## src/rtl/alu_arbiter.sv

```systemverilog
`default_nettype none
`timescale 1ns/1ps
// ============================================================================
// Module     : alu_arbiter
// Description: Two-requester front end for one shared multi-cycle ALU.
//              Round-robin grant, one operation in flight, registered ALU
//              drive, SETTLE-cycle result capture, valid/ready response port.
//              Illegal opcodes are answered with rsp_err and never reach the ALU.
//              Optional macro ALU_ARBITER_CPSR_EN adds the cpsr status register;
//              without it cpsr is tied to zero.
// Revision   : 1.0 - initial release
// ============================================================================
module alu_arbiter #(
  parameter int WIDTH  = 16,
  parameter int SETTLE = 1
) (
  input  logic             clk,
  input  logic             reset_n,
  // requester 0
  input  logic             req0_valid,
  output logic             req0_ready,
  input  logic [4:0]       req0_opcode,
  input  logic [WIDTH-1:0] req0_x,
  input  logic [WIDTH-1:0] req0_y,
  // requester 1
  input  logic             req1_valid,
  output logic             req1_ready,
  input  logic [4:0]       req1_opcode,
  input  logic [WIDTH-1:0] req1_x,
  input  logic [WIDTH-1:0] req1_y,
  // response
  output logic             rsp_valid,
  input  logic             rsp_ready,
  output logic             rsp_id,
  output logic [WIDTH-1:0] rsp_r,
  output logic [4:0]       rsp_flags,
  output logic             rsp_err,
  // shared ALU
  output logic [4:0]       alu_opcode,
  output logic [WIDTH-1:0] alu_x,
  output logic [WIDTH-1:0] alu_y,
  input  logic [WIDTH-1:0] alu_r,
  input  logic             alu_overflow,
  input  logic             alu_negative,
  input  logic             alu_zero,
  input  logic             alu_cout,
  input  logic             alu_div_invalid,
  // status
  output logic             busy,
  output logic [3:0]       cpsr
);

  typedef enum logic [1:0] {
    IDLE = 2'd0,
    WAIT = 2'd1,
    RESP = 2'd2
  } state_t;

  // Counter value loaded on a legal acceptance; SETTLE is limited to 1..7.
  localparam logic [2:0] LOAD = 3'(SETTLE - 1);

  state_t           state;
  logic [2:0]       cnt;
  logic             last_grant;
  logic             op_id;
  logic             grant;
  logic             accept;
  logic             sel_legal;
  logic             capture;
  logic [4:0]       sel_opcode;
  logic [WIDTH-1:0] sel_x;
  logic [WIDTH-1:0] sel_y;

  // Opcode map: 00000..10000, 11000..11100 and 11110 are implemented.
  function automatic logic is_legal(input logic [4:0] op);
    return (op <= 5'b10000) ||
           ((op >= 5'b11000) && (op <= 5'b11100)) ||
           (op == 5'b11110);
  endfunction

  // Grant: a lone valid requester wins; on contention alternate against last_grant.
  always_comb begin
    grant = 1'b0;
    if (req0_valid && req1_valid) begin
      grant = ~last_grant;
    end else if (req1_valid) begin
      grant = 1'b1;
    end
  end

  // Ready only for the granted requester, only in IDLE, never while reset is asserted.
  assign req0_ready = reset_n && (state == IDLE) && req0_valid && !grant;
  assign req1_ready = reset_n && (state == IDLE) && req1_valid && grant;
  assign accept     = req0_ready || req1_ready;

  assign sel_opcode = grant ? req1_opcode : req0_opcode;
  assign sel_x      = grant ? req1_x      : req0_x;
  assign sel_y      = grant ? req1_y      : req0_y;
  assign sel_legal  = is_legal(sel_opcode);

  // The edge that samples the ALU outputs is the last WAIT cycle.
  assign capture    = (state == WAIT) && (cnt == 3'd0);
  assign busy       = (state != IDLE);

  // Control FSM with registered ALU drive and response outputs.
  always_ff @(posedge clk or negedge reset_n) begin
    if (!reset_n) begin
      state      <= IDLE;
      cnt        <= 3'd0;
      last_grant <= 1'b1;
      op_id      <= 1'b0;
      alu_opcode <= 5'd0;
      alu_x      <= '0;
      alu_y      <= '0;
      rsp_valid  <= 1'b0;
      rsp_id     <= 1'b0;
      rsp_r      <= '0;
      rsp_flags  <= 5'd0;
      rsp_err    <= 1'b0;
    end else begin
      case (state)
        IDLE: begin
          if (accept) begin
            last_grant <= grant;
            op_id      <= grant;
            if (sel_legal) begin
              alu_opcode <= sel_opcode;
              alu_x      <= sel_x;
              alu_y      <= sel_y;
              cnt        <= LOAD;
              state      <= WAIT;
            end else begin
              // Illegal opcode: answer immediately, ALU drive untouched.
              rsp_r     <= '0;
              rsp_flags <= 5'd0;
              rsp_err   <= 1'b1;
              rsp_id    <= grant;
              rsp_valid <= 1'b1;
              state     <= RESP;
            end
          end
        end
        WAIT: begin
          if (capture) begin
            rsp_r     <= alu_r;
            rsp_flags <= {alu_div_invalid, alu_overflow, alu_negative,
                          alu_zero, alu_cout};
            rsp_err   <= 1'b0;
            rsp_id    <= op_id;
            rsp_valid <= 1'b1;
            state     <= RESP;
          end else begin
            cnt <= cnt - 3'd1;
          end
        end
        RESP: begin
          // Response fields hold until the consumer takes them.
          if (rsp_ready) begin
            rsp_valid <= 1'b0;
            state     <= IDLE;
          end
        end
        default: begin
          state <= IDLE;
        end
      endcase
    end
  end

`ifdef ALU_ARBITER_CPSR_EN
  logic [3:0] cpsr_q;

  // Status register follows the ALU flags at every legal capture.
  always_ff @(posedge clk or negedge reset_n) begin
    if (!reset_n) begin
      cpsr_q <= 4'b0000;
    end else if (capture) begin
      cpsr_q <= {alu_negative, alu_zero, alu_cout, alu_overflow};
    end
  end

  assign cpsr = cpsr_q;
`else
  assign cpsr = 4'b0000;
`endif

endmodule
`default_nettype wire

```

## config.mk

```make
export PLATFORM = sky130hd
export DESIGN_NAME = alu_arbiter
export DESIGN_NICKNAME = d
export VERILOG_FILES = /design/src/rtl/alu_arbiter.sv
export SDC_FILE = /design/constraint.sdc
export NUM_CORES = 1
export LEC_CHECK = 0
export ABC_CLOCK_PERIOD_IN_PS = 2070
export CAP_MARGIN = 10
export CORE_MARGIN = 4
export CORE_UTILIZATION = 36
export CTS_BUF_LIST = sky130_fd_sc_hd__clkbuf_16
export DETAILED_ROUTE_END_ITERATION = 8
export GPL_TIMING_DRIVEN = 0
export PLACE_DENSITY = 0.76
export SYNTH_ARGS = -nofsm -noshare
export SYNTH_HDL_FRONTEND = slang
export SYNTH_SLANG_ARGS = --single-unit
```

## constraint.sdc

```tcl
create_clock -name clk -period 2.07 [get_ports clk]
set_input_delay 0.414 -clock clk [delete_from_list [all_inputs] [get_ports clk]]
set_output_delay 0.414 -clock clk [all_outputs]
set_load 0.02 [all_outputs]
```

==> key figures <==
Status
  • Outcome: finished, violations left
  • Failing checks: negative hold slack

GRT
  • GRT Util Overall: between 10% and 20%
  • Initial antenna violation count: 0
  • Pin count of the biggest net entering global routing: 73
  • Number of global-route vias before repair: 2899
  • First-pass GRT wire length: 15000 um
  • Gr ovfl total: 0

Floorplanning
  • Row count: 34
  • Die Footprint: about 11000 um^2
  • Core box area: 8806 um^2
  • Chip width: 103.7 um
  • Io pins: between 150 and 200
  • Die Y: between 100 and 150 um
  • Starting Density: 37.47%

Synthesis
  • Cell taking the most area after synthesis: dfrtp_1
  • Post-synth top area share: about 51%
  • Post-synth EDFFs: 0
  • Primary FF master, synth: dfrtp_1
  • Mean Syn Cell Area: 14.10 um^2
  • Mapped Area: around 3300 um^2
  • Synth Instances: between 200 and 250
  • Cells taking the most area after synthesis: dfrtp_1 51%, mux2_2 15%, mux2_4 13%
  • Post-synth ARST share: 100.0%
  • Unique masters post-synth: 38
  • Synth Warn #: 0
  • Post-synthesis sequential element count: 68
  • Sequential share of the synthesized area: between 50 and 60%

Setup path
  • R2R setup slack: roughly 0.049 ns
  • CP arrival: around 2.2 ns
  • RR Startpoint: state[0]
  • Crit. End Element: flop
  • Worst r2r dst: alu_x[11]
  • Kind of critical path: reg2reg
  • CP Launch Type: flop
  • Worst EP required: around 2.3 ns
  • Worst-path fanout max: 10
  • R2r worst-path depth: 6

Timing
  • Setup TNS: 0 ns
  • Fin Clk Skew: 0.006886 ns
  • Crit path time final: between 2 and 2.5 ns
  • RSZ-0062 raised after global routing: yes
  • Period utilisation layout: a little over nine tenths
  • Fmax: approximately 490 MHz
  • # setup viols final: 0
  • Rel. slew slack: approximately 66%
  • Hold WS: -0.01570 ns
  • Final Hold Viols: 4
  • Max-slew violation count: 0
  • Slew of the pin with the lowest slew margin: 0.5157 ns

CTS
  • Clk slew on worst S/H paths: approximately 0.060 ns
  • Hold buffer count at CTS: 0
  • CTS H-tree depth: 3
  • Num CTS Buffers: 9
  • CTS Root Cell: clkbuf_16
  • Clk sinks: 68
  • Clk_lat worst skew: 0.32 ns
  • Clock Path Buffers: 2
  • CTS tree: built

Run
  • Max_cap viols: 0

Placed design
  • DP HPWL: ~6900 um
  • Port Buffers: 163
  • Gpl congestion: around 0.77

Drt
  • Met2 Wirelength: 4294 um
  • DRC Markers: 0
  • Avg Vias per Cell: 4.989
  • Drt wl/cell: ~17 um
  • Antenna-violating nets left: 0
  • M1 WL: ~3900 um
  • Via count: roughly 2600
  • Highest metal used: met4
  • Met3 routed WL: approximately 950 um
  • WL final: just over 9000 um
  • DRT Pass-1 Iters: 4
  • DRT iter0 DRCs: between 50 and 60

Power
  • Static Leak: about 2.4 nW
  • Worst VDD drop: roughly 0.00057 V
  • PwrDens: roughly 1400 nW/um^2

Worst hold path
  • Hold Crit Class: in2async

Final layout
  • ANT cells: 0
  • Most frequent cells in the layout: 156 x clkdlybuf4s50_1, 67 x dfrtp_1, 45 x mux2_2
  • FILL cells: between 700 and 800
  • Final core occ: 63.09%
  • Area Growth Syn to Fin: 68.37%
  • # nets final: about 520
  • Share of cells above drive strength 1: 28.98%
  • Commonest non-fill, non-tap cell in the layout: clkdlybuf4s50_1
## Yosys cell counts, types with 2 or more instances
cell type,count
a22o_1,22
inv_1,7
buf_6,4
o21ai_0,6
nor2_1,6
mux2_4,29
o31ai_1,2
and3_1,2
buf_4,4
dfrtp_1,67
a21oi_1,2
nand2_1,4
o221ai_1,2
clkbuf_1,8
mux2_2,45
ha_1,2
## cell families after synthesis
kind of cell / Yosys count / synth area share [%]
AND/OR/NAND/NOR: 22 / 4.171
multiplexers: 75 / 28.86
other: 1 / 0.1137
flip-flops: 68 / 51.61
AO/OA/AOI/OAI: 43 / 10.50
buffers and inverters: 23 / 3.982
adder cells (fa/ha/maj): 2 / 0.7583
## final cells by class
type / count / area [um^2] / area share, %
Clock inverter: 7 / 122.6 / 2.207
Sequential cell: 68 / 1703 / 30.65
Clock buffer: 9 / 225.2 / 4.054
Inverter: 7 / 26.28 / 0.4730
Multi-Input combinational cell: 146 / 1531 / 27.57
Timing Repair Buffer: 168 / 1680 / 30.25
Tap cell: 108 / 135.1 / 2.432
Buffer: 16 / 131.4 / 2.365
## layer usage
| layer | vias up | global-route usage (%) |
|---|---|---|
| met5 | - | 0 |
| met4 | 0 | 4.653 |
| met3 | 10 | 6.841 |
| met2 | 131 | 28.60 |
| met1 | 1276 | 20.52 |
| li1 | 1222 | - |
## worst max-delay path: stages, from the launching register on
cell     delay [ns]
dfrtp_1        0.37
buf_6          0.13
or3b_4         0.42
nor4_4         0.30
buf_6          0.19
buf_8          0.17
mux2_4         0.31
## stage by stage
step / instances / worst slack (ns) / total power, W / cell area (um^2)
2_1_floorplan: 237 / -0.02187 / 0.004205 / 3314
3_3_place_gp: 508 / -3.119 / 0.005748 / 5081
3_5_place_dp: 508 / -1.009 / 0.005806 / 5079
4_1_cts: 529 / 0.01512 / 0.007696 / 5529
5_1_grt: 529 / -0.02454 / 0.008028 / 5555
6_report: 529 / 0.04930 / 0.007620 / 5555
## flip-flops by register name, indices dropped and copies added, names as in the netlist
name        flops
rsp_r          16
rsp_flags       5
op_id           1
state           2
cnt             3
alu_y          16
rsp_valid       1
alu_x          16
rsp_err         1
alu_opcode      5
last_grant      1
rsp_id          1
## power breakdown
part / total, W / switching (W) / internal, W
clock: 0.00177 / 0.000582 / 0.00118
sequential: 0.00224 / 0.000329 / 0.00191
combinational: 0.00362 / 0.00160 / 0.00201
total: 0.00762 / 0.00251 / 0.00511
## how the worst max path moves through the flow
stage	from	end	slack [ns]	cells after the start
floorplan	last_grant	alu_opcode[0]	-0.02	5
global placement	reset_n	alu_x[11]	-3.12	5
detailed placement	reset_n	alu_x[14]	-1.01	5
CTS	req0_opcode[2]	alu_x[15]	0.02	7
global route	state[0]	alu_y[6]	-0.02	6
finish	state[0]	alu_x[11]	0.05	6
## timing repair
action	CTS	global route
pin swaps	2	1
endpoints found under the setup margin	61	57
gates resized for setup	28	7
buffers inserted	5	0
Note: power is estimated with default switching activity, not from simulation.
